$ cat src/rtl/cnn_pkg.sv
`default_nettype none
// +----------------------------------------------------------------------+
// | Package     : cnn_pkg                                                |
// | Description : Shared constants, pixel type and window indexing for   |
// |               the CNN convolution path.                              |
// | Revision    : 1.0  initial release                                   |
// +----------------------------------------------------------------------+
package cnn_pkg;

  localparam int DEF_DATA_WIDTH = 16;
  localparam int DEF_IMG_WIDTH  = 30;
  localparam int DEF_IMG_HEIGHT = 30;
  localparam int DEF_KERNEL     = 3;

  typedef logic [DEF_DATA_WIDTH-1:0] pixel_t;

  // Flat position of window element (row i, col j) in a kernel x kernel window.
  function automatic int window_idx(input int i, input int j, input int kernel);
    return i * kernel + j;
  endfunction

  // Width of a selector over n_bufs buffers; never narrower than one bit.
  function automatic int sel_width(input int n_bufs);
    return (n_bufs > 1) ? $clog2(n_bufs) : 1;
  endfunction

endpackage
`default_nettype wire

$ cat src/rtl/line_buffer_bank.sv
`default_nettype none
// +----------------------------------------------------------------------+
// | Module      : line_buffer_bank                                       |
// | Description : Ring of N_BUFS row buffers. All buffers share one read |
// |               address; only buffer 'sel' (oldest row) is written.    |
// |               Read data is rotated so slot 0 is the oldest row.      |
// | Ports       : clk                  clock                             |
// |               rd_en, rd_addr       shared read                       |
// |               wr_en, wr_addr, wr_data  write into buffer 'sel'       |
// |               sel                  index of buffer with oldest row   |
// |               rd_data              N_BUFS words, oldest at slot 0    |
// | Revision    : 1.0  initial release                                   |
// +----------------------------------------------------------------------+
module line_buffer_bank
  import cnn_pkg::*;
#(
  parameter int DATA_WIDTH = DEF_DATA_WIDTH,
  parameter int DEPTH      = DEF_IMG_WIDTH,
  parameter int ADDR_WIDTH = $clog2(DEF_IMG_WIDTH),
  parameter int N_BUFS     = DEF_KERNEL - 1,
  parameter int SEL_WIDTH  = 1
) (
  input  logic                         clk,
  input  logic                         rd_en,
  input  logic [ADDR_WIDTH-1:0]        rd_addr,
  input  logic                         wr_en,
  input  logic [ADDR_WIDTH-1:0]        wr_addr,
  input  logic [DATA_WIDTH-1:0]        wr_data,
  input  logic [SEL_WIDTH-1:0]         sel,
  output logic [N_BUFS*DATA_WIDTH-1:0] rd_data
);

  logic [DATA_WIDTH-1:0] raw_data [N_BUFS];

  generate
    for (genvar g = 0; g < N_BUFS; g++) begin : g_buf
      sram_1r1w #(
        .DATA_WIDTH (DATA_WIDTH),
        .DEPTH      (DEPTH),
        .ADDR_WIDTH (ADDR_WIDTH)
      ) u_sram (
        .clk     (clk),
        .rd_en   (rd_en),
        .rd_addr (rd_addr),
        .rd_data (raw_data[g]),
        .wr_en   (wr_en && (sel == SEL_WIDTH'(g))),
        .wr_addr (wr_addr),
        .wr_data (wr_data)
      );
    end
  endgenerate

  // Slot i comes from buffer (sel + i) mod N_BUFS: sel holds the oldest row
  // and each following buffer in the ring holds the next newer one.
  always_comb begin
    rd_data = '0;
    for (int i = 0; i < N_BUFS; i++) begin
      int                   tmp;
      logic [SEL_WIDTH-1:0] idx;
      tmp = int'(sel) + i;
      if (tmp >= N_BUFS) begin
        tmp = tmp - N_BUFS;
      end
      idx = SEL_WIDTH'(tmp);
      rd_data[i*DATA_WIDTH +: DATA_WIDTH] = raw_data[idx];
    end
  end

endmodule
`default_nettype wire

$ cat src/rtl/sram_1r1w.sv
`default_nettype none
// +----------------------------------------------------------------------+
// | Module      : sram_1r1w                                              |
// | Description : Simple dual-port SRAM, one synchronous read port and   |
// |               one synchronous write port. Contents are not reset.    |
// | Ports       : clk                       clock                        |
// |               rd_en, rd_addr, rd_data   registered read              |
// |               wr_en, wr_addr, wr_data   write                        |
// | Revision    : 1.0  initial release                                   |
// +----------------------------------------------------------------------+
module sram_1r1w #(
  parameter int DATA_WIDTH = 16,
  parameter int DEPTH      = 30,
  parameter int ADDR_WIDTH = 5
) (
  input  logic                  clk,
  input  logic                  rd_en,
  input  logic [ADDR_WIDTH-1:0] rd_addr,
  output logic [DATA_WIDTH-1:0] rd_data,
  input  logic                  wr_en,
  input  logic [ADDR_WIDTH-1:0] wr_addr,
  input  logic [DATA_WIDTH-1:0] wr_data
);

  logic [DATA_WIDTH-1:0] mem_q [DEPTH];
  logic [DATA_WIDTH-1:0] rd_data_q;

  always_ff @(posedge clk) begin
    if (wr_en) begin
      mem_q[wr_addr] <= wr_data;
    end
    // Read data holds while rd_en is low, so a stalled reader keeps its word.
    if (rd_en) begin
      rd_data_q <= mem_q[rd_addr];
    end
  end

  assign rd_data = rd_data_q;

endmodule
`default_nettype wire

$ cat src/rtl/line_window_buffer.sv
`default_nettype none
// +----------------------------------------------------------------------+
// | Module      : line_window_buffer                                     |
// | Description : Streaming KERNEL x KERNEL sliding-window generator.    |
// |               Raster pixels in, one window per valid convolution     |
// |               position out, with backpressure and frame tracking.    |
// | Ports       : clk, rst_n           clock, sync active-low reset      |
// |               in_valid/in_ready/in_data     pixel input handshake    |
// |               out_valid/out_ready/out_window window output handshake |
// |               out_row, out_col     bottom-right pixel coordinates    |
// |               frame_done           high with last window of a frame  |
// | Revision    : 1.0  initial release                                   |
// +----------------------------------------------------------------------+
module line_window_buffer
  import cnn_pkg::*;
#(
  parameter int DATA_WIDTH = DEF_DATA_WIDTH,
  parameter int IMG_WIDTH  = DEF_IMG_WIDTH,
  parameter int IMG_HEIGHT = DEF_IMG_HEIGHT,
  parameter int KERNEL     = DEF_KERNEL,
  parameter int ADDR_WIDTH = $clog2(IMG_WIDTH)
) (
  input  logic                                 clk,
  input  logic                                 rst_n,
  input  logic                                 in_valid,
  output logic                                 in_ready,
  input  logic [DATA_WIDTH-1:0]                in_data,
  output logic                                 out_valid,
  input  logic                                 out_ready,
  output logic [KERNEL*KERNEL*DATA_WIDTH-1:0]  out_window,
  output logic [$clog2(IMG_HEIGHT)-1:0]        out_row,
  output logic [ADDR_WIDTH-1:0]                out_col,
  output logic                                 frame_done
);

  localparam int C_ROW_W = $clog2(IMG_HEIGHT);
  localparam int C_NBUF  = KERNEL - 1;
  localparam int C_SEL_W = sel_width(C_NBUF);
  localparam int C_WIN_W = KERNEL * KERNEL * DATA_WIDTH;

  localparam logic [ADDR_WIDTH-1:0] C_COL_LAST = ADDR_WIDTH'(IMG_WIDTH - 1);
  localparam logic [C_ROW_W-1:0]    C_ROW_LAST = C_ROW_W'(IMG_HEIGHT - 1);
  localparam logic [ADDR_WIDTH-1:0] C_COL_GATE = ADDR_WIDTH'(KERNEL - 1);
  localparam logic [C_ROW_W-1:0]    C_ROW_GATE = C_ROW_W'(KERNEL - 1);
  localparam logic [C_SEL_W-1:0]    C_SEL_LAST = C_SEL_W'(C_NBUF - 1);

  // Input-side position counters and ring pointer.
  logic [ADDR_WIDTH-1:0] col_q, col_d;
  logic [C_ROW_W-1:0]    row_q, row_d;
  logic [C_SEL_W-1:0]    sel_q, sel_d;

  // Stage S1.
  logic                  s1_valid_q, s1_valid_d;
  logic [DATA_WIDTH-1:0] s1_pix_q,   s1_pix_d;
  logic [ADDR_WIDTH-1:0] s1_col_q,   s1_col_d;
  logic [C_ROW_W-1:0]    s1_row_q,   s1_row_d;
  logic [C_SEL_W-1:0]    s1_sel_q,   s1_sel_d;

  // Stage S2 / outputs.
  logic [C_WIN_W-1:0]    win_q,        win_d;
  logic                  out_valid_q,  out_valid_d;
  logic [C_ROW_W-1:0]    out_row_q,    out_row_d;
  logic [ADDR_WIDTH-1:0] out_col_q,    out_col_d;
  logic                  frame_done_q, frame_done_d;

  logic                           s2_advance;
  logic                           s2_fire;
  logic                           accept;
  logic [C_NBUF*DATA_WIDTH-1:0]   lb_rd_data;
  logic [KERNEL*DATA_WIDTH-1:0]   col_in;

  assign s2_advance = !out_valid_q || out_ready;
  assign s2_fire    = s1_valid_q && s2_advance;
  assign in_ready   = rst_n && (!s1_valid_q || s2_advance);
  assign accept     = in_valid && in_ready;

  // Reads are issued at accept with the live column; the matching write of
  // the same address happens one stage later, after the old row was read.
  line_buffer_bank #(
    .DATA_WIDTH (DATA_WIDTH),
    .DEPTH      (IMG_WIDTH),
    .ADDR_WIDTH (ADDR_WIDTH),
    .N_BUFS     (C_NBUF),
    .SEL_WIDTH  (C_SEL_W)
  ) u_bank (
    .clk     (clk),
    .rd_en   (accept),
    .rd_addr (col_q),
    .wr_en   (s2_fire),
    .wr_addr (s1_col_q),
    .wr_data (s1_pix_q),
    .sel     (s1_sel_q),
    .rd_data (lb_rd_data)
  );

  // New rightmost window column: stored rows oldest first, current pixel last.
  assign col_in = {s1_pix_q, lb_rd_data};

  always_comb begin
    col_d = col_q;
    row_d = row_q;
    sel_d = sel_q;
    if (accept) begin
      if (col_q == C_COL_LAST) begin
        col_d = '0;
        if (row_q == C_ROW_LAST) begin
          row_d = '0;
          sel_d = '0;
        end else begin
          row_d = row_q + 1'b1;
          sel_d = (sel_q == C_SEL_LAST) ? '0 : sel_q + 1'b1;
        end
      end else begin
        col_d = col_q + 1'b1;
      end
    end
  end

  always_comb begin
    s1_valid_d = s1_valid_q;
    s1_pix_d   = s1_pix_q;
    s1_col_d   = s1_col_q;
    s1_row_d   = s1_row_q;
    s1_sel_d   = s1_sel_q;
    if (accept) begin
      s1_valid_d = 1'b1;
      s1_pix_d   = in_data;
      s1_col_d   = col_q;
      s1_row_d   = row_q;
      s1_sel_d   = sel_q;
    end else if (s2_fire) begin
      s1_valid_d = 1'b0;
    end
  end

  always_comb begin
    win_d        = win_q;
    out_valid_d  = out_valid_q;
    out_row_d    = out_row_q;
    out_col_d    = out_col_q;
    frame_done_d = frame_done_q;
    if (s2_fire) begin
      // The window shifts on every pixel so it is already full when the
      // position becomes a valid convolution site.
      for (int i = 0; i < KERNEL; i++) begin
        for (int j = 0; j < KERNEL - 1; j++) begin
          win_d[window_idx(i, j, KERNEL)*DATA_WIDTH +: DATA_WIDTH] =
            win_q[window_idx(i, j + 1, KERNEL)*DATA_WIDTH +: DATA_WIDTH];
        end
        win_d[window_idx(i, KERNEL - 1, KERNEL)*DATA_WIDTH +: DATA_WIDTH] =
          col_in[i*DATA_WIDTH +: DATA_WIDTH];
      end
      out_valid_d  = (s1_row_q >= C_ROW_GATE) && (s1_col_q >= C_COL_GATE);
      frame_done_d = (s1_row_q == C_ROW_LAST) && (s1_col_q == C_COL_LAST);
      out_row_d    = s1_row_q;
      out_col_d    = s1_col_q;
    end else if (s2_advance) begin
      out_valid_d  = 1'b0;
      frame_done_d = 1'b0;
    end
  end

  always_ff @(posedge clk) begin
    if (!rst_n) begin
      col_q        <= '0;
      row_q        <= '0;
      sel_q        <= '0;
      s1_valid_q   <= 1'b0;
      s1_pix_q     <= '0;
      s1_col_q     <= '0;
      s1_row_q     <= '0;
      s1_sel_q     <= '0;
      win_q        <= '0;
      out_valid_q  <= 1'b0;
      out_row_q    <= '0;
      out_col_q    <= '0;
      frame_done_q <= 1'b0;
    end else begin
      col_q        <= col_d;
      row_q        <= row_d;
      sel_q        <= sel_d;
      s1_valid_q   <= s1_valid_d;
      s1_pix_q     <= s1_pix_d;
      s1_col_q     <= s1_col_d;
      s1_row_q     <= s1_row_d;
      s1_sel_q     <= s1_sel_d;
      win_q        <= win_d;
      out_valid_q  <= out_valid_d;
      out_row_q    <= out_row_d;
      out_col_q    <= out_col_d;
      frame_done_q <= frame_done_d;
    end
  end

  assign out_valid  = out_valid_q;
  assign out_window = win_q;
  assign out_row    = out_row_q;
  assign out_col    = out_col_q;
  assign frame_done = frame_done_q;

endmodule
`default_nettype wire
$ cat config.mk
export PLATFORM = sky130hd
export DESIGN_NAME = line_window_buffer
export DESIGN_NICKNAME = d
export VERILOG_FILES = /design/src/rtl/cnn_pkg.sv /design/src/rtl/line_buffer_bank.sv /design/src/rtl/sram_1r1w.sv /design/src/rtl/line_window_buffer.sv
export SDC_FILE = /design/constraint.sdc
export NUM_CORES = 1
export LEC_CHECK = 0
export ABC_AREA = 1
export BUFFER_PORTS_ARGS = -buffer_cell sky130_fd_sc_hd__buf_2
export CAP_MARGIN = 0
export CORE_MARGIN = 3
export CORE_UTILIZATION = 30
export CTS_CLUSTER_SIZE = 12
export DETAILED_ROUTE_END_ITERATION = 8
export HOLD_SLACK_MARGIN = 0.02
export PLACE_DENSITY_LB_ADDON = 0.05
export REMOVE_ABC_BUFFERS = 1
export SLEW_MARGIN = 5
export SYNTH_ARGS = -nofsm -noshare
export SYNTH_HDL_FRONTEND = slang
export SYNTH_SLANG_ARGS = --single-unit
$ cat constraint.sdc
create_clock -name clk -period 3.1 [get_ports clk]
set_input_delay 0.775 -clock clk [delete_from_list [all_inputs] [get_ports clk]]
set_output_delay 0.775 -clock clk [all_outputs]
set_load 0.01 [all_outputs]
== Word level (Yosys, flattened, before mapping) ==
Memories as Yosys holds them, arrays and structs flattened. A register that Yosys moved wholly into a read port is not among the register bits.
Cells that the tools add are included.

* Flip-flop bits (word level): 195
* Memory bits (writable): 960
* Bits of input ports: 20
* Output and inout port bits: 157
* Word-level logic and storage cells: 69
* Memories kept: 2

* $add $sub $neg: 6
* $lt $le $gt $ge: 6
* Equality and inequality tests: 4
* Multiplexer cells: 21
* Bitwise operators: 3
* Reductions and logical operators: 14

{| class="wikitable"
|+ Memories
! memory !! depth !! width !! rd ports !! clocked after Yosys merged registers in !! wr ports !! RTL line !! RTL
|-
| u_bank.g_buf[0].u_sram.mem_q || 30 || 16 || 1 || 1 || 1 || sram_1r1w.sv:25 || <nowiki>logic [DATA_WIDTH-1:0] mem_q [DEPTH];</nowiki>
|-
| u_bank.g_buf[1].u_sram.mem_q || 30 || 16 || 1 || 1 || 1 || sram_1r1w.sv:25 ||
|}

{| class="wikitable"
|+ Operators with widths
! operator !! count
|-
| $mux W16 || 6
|-
| $eq A5 B5 Y1 const B || 4
|-
| $mux W1 || 13
|-
| $add A5 B1 Y5 const B || 2
|-
| $ge A5 B2 Y1 const B || 2
|-
| $mux W5 || 2
|-
| $logic_and A1 B1 Y1 || 7
|-
| $ge A2 B2 Y1 const B || 3
|-
| $not A1 Y2 || 2
|-
| $reduce_bool A2 Y1 || 2
|-
| $add A1 B1 Y2 const B || 1
|-
| $ge A1 B2 Y1 const B || 1
|-
| $logic_not A1 Y1 || 2
|-
| $logic_or A1 B1 Y1 || 2
|-
| $reduce_and A2 Y1 || 1
|-
| $sub A1 B1 Y1 const B || 2
|-
| $add A1 B1 Y1 const B || 1
|-
| $not A1 Y1 || 1
|}

== Depth between registers and ports, before layout ==
Gate-level depths: netlist of the first run.

* Depth in word-level cells: 7
* Mapped depth: 12
* Depth with buffers taken out: 10

== Modules after synthesis ==
From an unflattened synthesis of the first run, not the netlist that was laid out.

* Cells, all modules: 4392
* Area total of the unflattened synthesis: 47769.6 µm²

{| class="wikitable"
|+ By module, submodules not included
! module !! times used !! cells an instance !! area each (µm²) !! seq. area each (µm²)
|-
| sram_1r1w || 2 || 1693 || 20106.8 || 14894.3
|-
| line_window_buffer || 1 || 898 || 7081.8 || 3903.7
|-
| line_buffer_bank || 1 || 108 || 474.2 || 0.0
|}

== Worst setup path before layout of the first run ==
OpenSTA, ideal clock, no wires.

* Path kind: input to register
* From: input out_ready
* To: register u_bank.g_buf[0].u_sram.rd_data_q[0] (read register of u_bank.g_buf[0].u_sram.mem_q) (enable)
* Setup time: 409 ps
* Arrival: 2282 ps
* Required time: 2691 ps
* Path slack: 410 ps
* Cell stages on the path: 5
* Path buffers: 1
* Path through: nor2_1 -> nand2_1 -> nand3_2 -> inv_1 -> clkbuf_1

* Longest elaborated chain between the ends: 4

{| class="wikitable"
|+ Ends and longest elaborated chain
! item !! RTL line !! RTL
|-
| from (decl) || line_window_buffer.sv:29 || <nowiki>input logic out_ready,</nowiki>
|-
| $logic_or A1 B1 Y1 || line_window_buffer.sv:72 || <nowiki>assign s2_advance = !out_valid_q || out_ready;</nowiki>
|-
| $logic_or A1 B1 Y1 || line_window_buffer.sv:74 || <nowiki>assign in_ready = rst_n && (!s1_valid_q || s2_advance);</nowiki>
|-
| $logic_and A1 B1 Y1 || line_window_buffer.sv:74 ||
|-
| $logic_and A1 B1 Y1 || line_window_buffer.sv:75 || <nowiki>assign accept = in_valid && in_ready;</nowiki>
|-
| named net accept || line_window_buffer.sv:68 || <nowiki>logic accept;</nowiki>
|-
| to (decl) || sram_1r1w.sv:26 || <nowiki>logic [DATA_WIDTH-1:0] rd_data_q;</nowiki>
|}

The timed path passes the listed nets, and every way through them passes these cells.
A chain may end at the register's enable or synchronous reset.

== Worst setup path in the final report of the first run ==
* From: register out_valid_q (netlist: out_valid)
* To: memory u_bank.g_buf[1].u_sram.mem_q[12][12] (enable)

* Longest elaborated chain between the ends: 6

{| class="wikitable"
|+ Ends and longest elaborated chain
! item !! RTL line !! RTL
|-
| from (decl) || line_window_buffer.sv:61 || <nowiki>logic out_valid_q, out_valid_d;</nowiki>
|-
| from (signal assigned) || line_window_buffer.sv:188 || <nowiki>out_valid_q <= out_valid_d;</nowiki>
|-
| $logic_not A1 Y1 || line_window_buffer.sv:72 ||
|-
| $logic_or A1 B1 Y1 || line_window_buffer.sv:72 ||
|-
| $logic_and A1 B1 Y1 || line_window_buffer.sv:73 || <nowiki>assign s2_fire = s1_valid_q && s2_advance;</nowiki>
|-
| $logic_and A1 B1 Y1 || line_buffer_bank.sv:46 || <nowiki>.wr_en (wr_en && (sel == SEL_WIDTH'(g))),</nowiki>
|-
| $mux W1 || sram_1r1w.sv:29 || <nowiki>if (wr_en) begin</nowiki>
|-
| $mux W1 (implied by the code) || sram_1r1w.sv:30 || <nowiki>mem_q[wr_addr] <= wr_data;</nowiki>
|-
| to (decl) || sram_1r1w.sv:25 ||
|}

No other way between the ends.

==> impl_metrics.json, run 1 <==
{
  "drv_cap": 0,
  "synthCells": 4634,
  "tns_ns": 0,
  "status": "completed",
  "clk_latency_ns": 0.78,
  "seq_area_frac_synth_pct": 70.1,
  "grt_max_degree": 154,
  "cts_setup_buffers": 0,
  "cp_data_required_time_ns": 3.55,
  "vdd_drop_max_uv": 579,
  "vias": 32902,
  "ys_top_cells_by_area": "edfxtp_1 62%, nand2_1 11%, dfxtp_1 8.1%",
  "dieHeight_microns": 406,
  "crit_fanout": 33,
  "firstDrtPassIters": 5,
  "grt_pass1_vias": 31464,
  "period_needed_ns": 2.68,
  "coreArea_sq_um": 159000,
  "synth_area_sq_um": 48000,
  "drive_above_1_share_pct": 12.3,
  "grt_overflow": 0,
  "ant_nets": 0,
  "drc": 0,
  "final-setup-viol-count": 0,
  "clock_sinks": 1187,
  "critPathTopFamily": "simple AND/OR/NAND/NOR gates",
  "pre_cts_slack_ns": -0.103,
  "initial_core_util_pct": 30.3,
  "h-tree-depth": 4,
  "synth.top_cells.by_count": "1381 x nand2_1, 992 x edfxtp_1, 675 x nor2_1, 352 x nand3_1, 330 x inv_1",
  "cellPowerDensity_nw_per_um2": 636,
  "finalClockSkew_ns": 0.0287,
  "cpPeakStageDelay_ns": 0.72,
  "cp-end-kind": "register",
  "layout_worst_path_cycle_share_pct": 86.5,
  "fill_cells": 15955,
  "r2r_setup_slack_ns": 0.42,
  "syn_to_final_growth_pct": 18.5,
  "criticalPathCategory": "reg -> reg",
  "routed_wl_microns": 167000,
  "yosys.area.top_type": "edfxtp_1",
  "cp-start-kind": "register",
  "cts-root-buf": "clkbuf_16",
  "hold_class": "in -> reg",
  "die-area_sq_um": 165000,
  "netlist-cell-type-count": 31,
  "hpwl_microns": 103000,
  "synth_edf_count": 992,
  "grt_pass1_wl_microns": 236000,
  "cp_num_buf_inv": 5,
  "p_leak_nw": 22.4,
  "timing.fmax_mhz": 373,
  "port_buffers": 176,
  "yosys_register_bits": 1187,
  "die_w_microns": 406,
  "hold_buffers": 0,
  "routedWlPerCell_microns": 23.7,
  "finalHoldViolCount": 0,
  "final_max_slew_viol_count": 0,
  "cts_resized": 0,
  "placed_area_sq_um": 52400,
  "clkTransAtPathRegs_ns": 0.06,
  "nets": 4904,
  "yosysWarnings": 0,
  "avgViaCountPerCell": 4.65,
  "async_flop_share_pct": 0,
  "crit_chain": "inv_1, nor2_1, inv_2, nand2_8, nor2_4, inv_1, buf_12, nor2_1, buf_4",
  "synth_top_flop_cell": "edfxtp_1",
  "worst_pin_slew_ns": 1.02,
  "fp-row-count": 146,
  "rsz0062_at_grt": "false",
  "arrival_ns": 3.13,
  "post-route-cell-area_sq_um": 56900,
  "antenna_found_initial": 7,
  "pin_count": 177,
  "routabilityCongestion": 0.799,
  "synth_most_common_cell": "nand2_1",
  "grt_usage_pct": 20.0,
  "clockBufferDepth": 3,
  "drt_iter0_markers": 2793,
  "synth_area_per_cell_sq_um": 10.4,
  "max-slew-margin-rel_pct": 31.7,
  "layout_setup_ws_ns": 0.417,
  "synth.top_cell.area_share_pct": 62.0,
  "numCtsBuffers": 142,
  "tritoncts": "built",
  "critPathSlowestCell": "nor2_4"
}
[worst reg2reg max path, cell delays in order, from the launching register on]
cell and delay, ns:
dfxtp_1 0.30, inv_1 0.04, nor2_1 0.05, inv_2 0.10
nand2_8 0.07, nor2_4 0.72, inv_1 0.22, buf_12 0.25
nor2_1 0.31, buf_4 0.29
[sequential cells by signal (all words and copies together), names as in the netlist, 5 cells and up]
signal                       flops
out_window                     144
s1_pix_q                        16
u_bank.g_buf.u_sram.mem_q      960
out_row                          5
row_q                            5
s1_row_q                         5
out_col                          5
col_q                            5
s1_col_q                         5
u_bank.g_buf.u_sram.rd_data     32
[path summary, 6_finish.rpt]
path                  start                                    to  cells after the start
max               out_valid  u_bank.g_buf[1].u_sram.mem_q[12][12]                      9
min              in_data[5]                           s1_pix_q[5]                      3
max reg2reg       out_valid  u_bank.g_buf[1].u_sram.mem_q[12][12]                      9
min reg2reg  out_window[62]                        out_window[62]                      2
[layer usage]
| metal | GRT usage [%] | share of wire (%) | vias up |
|---|---|---|---|
| met1 | 29.3 | 49 | 16101 |
| met5 | 0 | 0 | - |
| met3 | 3.19 | 4.5 | 189 |
| met4 | 5.42 | 2.3 | 0 |
| met2 | 30.7 | 44 | 759 |
| li1 | - | - | 15853 |
[per-stage QoR]
step,util (%),hold slack [ns],power (W),std cells
finish,35.9,0.206,0.0362,7072
global route,35.9,0.166,0.0375,7067
CTS,35.9,0.137,0.0367,7067
detailed placement,33.0,0.468,0.0202,6808
global placement,33.0,0.456,0.0202,6808
floorplan,-,0.444,0.0192,4374
[layout by cell type, fill, tap and decap left out, drive strengths merged, types with 3 or more instances in the layout]
cell type	instances
or2	8
a21oi	38
diode	5
ha	4
bufinv	6
o211ai	27
clkbuf	203
nand3	353
nand2	1382
inv	345
dfxtp	195
nor2	677
o21ai	310
edfxtp	992
buf	362
nor3	5
xor2	4
clkinv	41
nand4	3
a31oi	32
[final cells by class]
type,count,area (sq um),share of cell area (%)
sequential,1187,33700,59.3
multi-input combinational,2850,11900,21.0
clock buffer,203,4030,7.08
timing repair buffer,362,2820,4.95
tap,2072,2590,4.55
inverter,337,1280,2.25
clock inverter,56,508,0.892
antenna,5,12.5,0.0220
[logic make-up after synthesis]
family | after synthesis | share of synthesized area (%)
and+or+nand+nor | 2431 | 20.0
adders and majority gates | 4 | 0.104
AOI/OAI and AO/OA | 410 | 4.51
xor gates and xnor gates | 5 | 0.0911
DFF | 1187 | 70.1
buffers and inverters | 597 | 5.15
[report_power, final]
group	internal (W)	leakage (nW)	switching, W
combinational	0.000549	9.47	0.00154
sequential	0.0175	10.7	0.000243
clock	0.00958	2.23	0.00678
Note: power is estimated with default switching activity, not from simulation.
==> run 2, diff against run 1 <==
--- a/config.mk
+++ b/config.mk
@@ -18,4 +18,5 @@
 export SLEW_MARGIN = 5
 export SYNTH_ARGS = -nofsm -noshare
 export SYNTH_HDL_FRONTEND = slang
+export SYNTH_HIERARCHICAL = 1
 export SYNTH_SLANG_ARGS = --single-unit
==> impl_metrics.json, run 2 <==
{
  "vdd_drop_max_uv": 607,
  "critPathTopFamily": "flip-flops",
  "pin_count": 177,
  "final_common_cell": "nand2_1",
  "min_to": "s1_pix_q[8]",
  "die-area_sq_um": 164000,
  "post-route-cell-area_sq_um": 56100,
  "netlist-cell-type-count": 31,
  "grt_usage_pct": 19.8,
  "drive_above_1_share_pct": 12.4,
  "final-setup-viol-count": 0,
  "yosys.area.top_type": "edfxtp_1",
  "synth_most_common_cell": "nand2_1",
  "hold_buffers": 0,
  "critPathSlowestCell": "dfxtp_1",
  "period_needed_ns": 2.48,
  "routabilityCongestion": 0.771,
  "initial_core_util_pct": 30.4,
  "cp-start-kind": "register",
  "ys_top_cells_by_area": "edfxtp_1 62%, nand2_1 12%, dfxtp_1 8.2%",
  "nets": 4641,
  "drv_cap": 0,
  "cp_data_required_time_ns": 2.32,
  "yosys_register_bits": 1187,
  "largest_register": "u_bank/g_buf.u_sram/mem_q",
  "cpPeakStageDelay_ns": 0.47,
  "drt_iter0_markers": 2718,
  "yosysWarnings": 6,
  "cp_num_buf_inv": 2,
  "dp_cells": 6531,
  "rr_endpoint": "u_bank/g_buf[0].u_sram/rd_data[12]",
  "largest_reg_flops": 960,
  "synth_top_flop_cell": "edfxtp_1",
  "cp-startpoint": "s1_valid_q",
  "final_max_slew_viol_count": 0,
  "avgViaCountPerCell": 4.79,
  "clock_sinks": 1187,
  "clkTransAtPathRegs_ns": 0.06,
  "timing.fmax_mhz": 404,
  "h-tree-depth": 4,
  "worstHoldPathCells": 3,
  "syn_to_final_growth_pct": 17.4,
  "crit_chain": "nand3_2, nand2_1, inv_1, buf_2",
  "grt_max_degree": 152,
  "cp-end-kind": "primary output",
  "instances_no_fill": 6787,
  "placed_area_sq_um": 51500,
  "cts_setup_buffers": 0,
  "tritoncts": "built",
  "cellPowerDensity_nw_per_um2": 652,
  "finalClockSkew_ns": 0.0237,
  "finalHoldViolCount": 0,
  "r2r-start": "col_q[0]",
  "hold_start": "in_data[8]",
  "fin_util_pct": 35.7,
  "hpwl_microns": 99300,
  "coreArea_sq_um": 157000,
  "cts_resized": 0,
  "async_flop_share_pct": 0,
  "cts-root-buf": "clkbuf_16",
  "port_buffers": 176,
  "layout_setup_ws_ns": 0.623,
  "grt_pass1_vias": 31288,
  "routedWlPerCell_microns": 24.1,
  "fp-row-count": 145,
  "synth_edf_count": 992,
  "fin_hold_ws_ns": 0.205,
  "grt_overflow": 0,
  "criticalPathCategory": "reg -> out",
  "max-slew-margin-rel_pct": 31.1,
  "routed_wl_microns": 163000,
  "p_leak_nw": 21.1,
  "worst_pin_slew_ns": 1.03,
  "clk_latency_ns": 0.77,
  "r2r_setup_slack_ns": 0.70,
  "antenna_found_initial": 7,
  "status": "completed",
  "numCtsBuffers": 142,
  "rsz0062_at_grt": "false",
  "hold_class": "in -> reg",
  "die_w_microns": 405,
  "reg2reg_depth": 9,
  "seq_area_frac_synth_pct": 70.5,
  "clockBufferDepth": 3,
  "grt_pass1_wl_microns": 233000,
  "pre_cts_slack_ns": 0.315,
  "firstDrtPassIters": 5,
  "synth_area_per_cell_sq_um": 10.9,
  "synthCells": 4392,
  "layout_worst_path_cycle_share_pct": 79.9,
  "synth.top_cells.by_count": "1501 x nand2_1, 992 x edfxtp_1, 759 x nand3_1, 403 x nor2_1, 195 x dfxtp_1",
  "arrival_ns": 1.70,
  "synth_area_sq_um": 47800,
  "final_cell_mix": "1501 x nand2_1, 992 x edfxtp_1, 759 x nand3_1, 403 x nor2_1, 175 x buf_2",
  "drc": 0,
  "ant_nets": 0,
  "crit_fanout": 5,
  "synth.top_cell.area_share_pct": 62.4,
  "vias": 32479,
  "dieHeight_microns": 405
}
==> run 2: changes by cell type in the layout (fill, tap and decap cells not counted), sizes merged, moves of 12 or more <==
cell    before   now
inv        345    61
nand2     1382  1508
a21oi       38    16
nor2       677   404
o211ai      27     1
a31oi       32     0
nand3      353   762
clkbuf     203   189
buf        362   350
o21ai      310   174
==> run 2: metrics by stage <==
step / power, W / setup TNS (ns)
finish: 0.0366 / 0
global route: 0.0380 / 0
CTS: 0.0372 / 0
detailed placement: 0.0205 / 0
global placement: 0.0205 / 0
floorplan: 0.0192 / -1154.82
==> run 2: worst max-delay path by stage <==
stage                                           endpoint  depth (start not counted)
finish                                          in_ready                          4
global placement      u_bank/g_buf[0].u_sram/mem_q[5][6]                         11
global route                                    in_ready                          4
detailed placement  u_bank/g_buf[0].u_sram/mem_q[17][15]                         11
CTS                                             in_ready                          4
floorplan             u_bank/g_buf[0].u_sram/rd_data[10]                          9
==> run 2: kinds of logic after synthesis <==
| kind of cell | after synthesis | synth area share, % |
|---|---|---|
| simple gates | 2679 | 23.2 |
| flops | 1187 | 70.5 |
| buf+inv | 330 | 4.16 |
| compound gates | 192 | 2.02 |
| fa+ha+maj | 4 | 0.105 |
==> run 2: per-layer routing <==
metal  vias up  GRT usage (%)  part of all wire, %
met4         0           4.68                  2.1
met1     16018           29.5                   49
li1      15482              -                    -
met5         -              0                    0
met3       179           3.16                  4.8
met2       800           29.9                   44
==> run 2: layout make-up <==
type,count,area (sq um)
Sequential cell,1187,33700
Timing Repair Buffer,350,2820
Multi-Input combinational cell,2875,12100
Fill cell,15694,101000
Antenna cell,3,7.51
Inverter,61,256
Clock inverter,64,692
Tap cell,2058,2570
Clock buffer,189,3880
==> run 2: worst register-to-register path, delay by kind of cell, from the launching register on <==
kind                   cells  cell delay (ns)
DFF                        1             0.47
and+or+nand+nor            8             1.29
buffers and inverters      1             0.46
==> run 2: power breakdown <==
part           switching [W]  leakage, nW  internal, W
clock                0.00656         2.23      0.00992
sequential          0.000318         10.7       0.0175
combinational        0.00167         8.20     0.000586
total                0.00854         21.1       0.0280
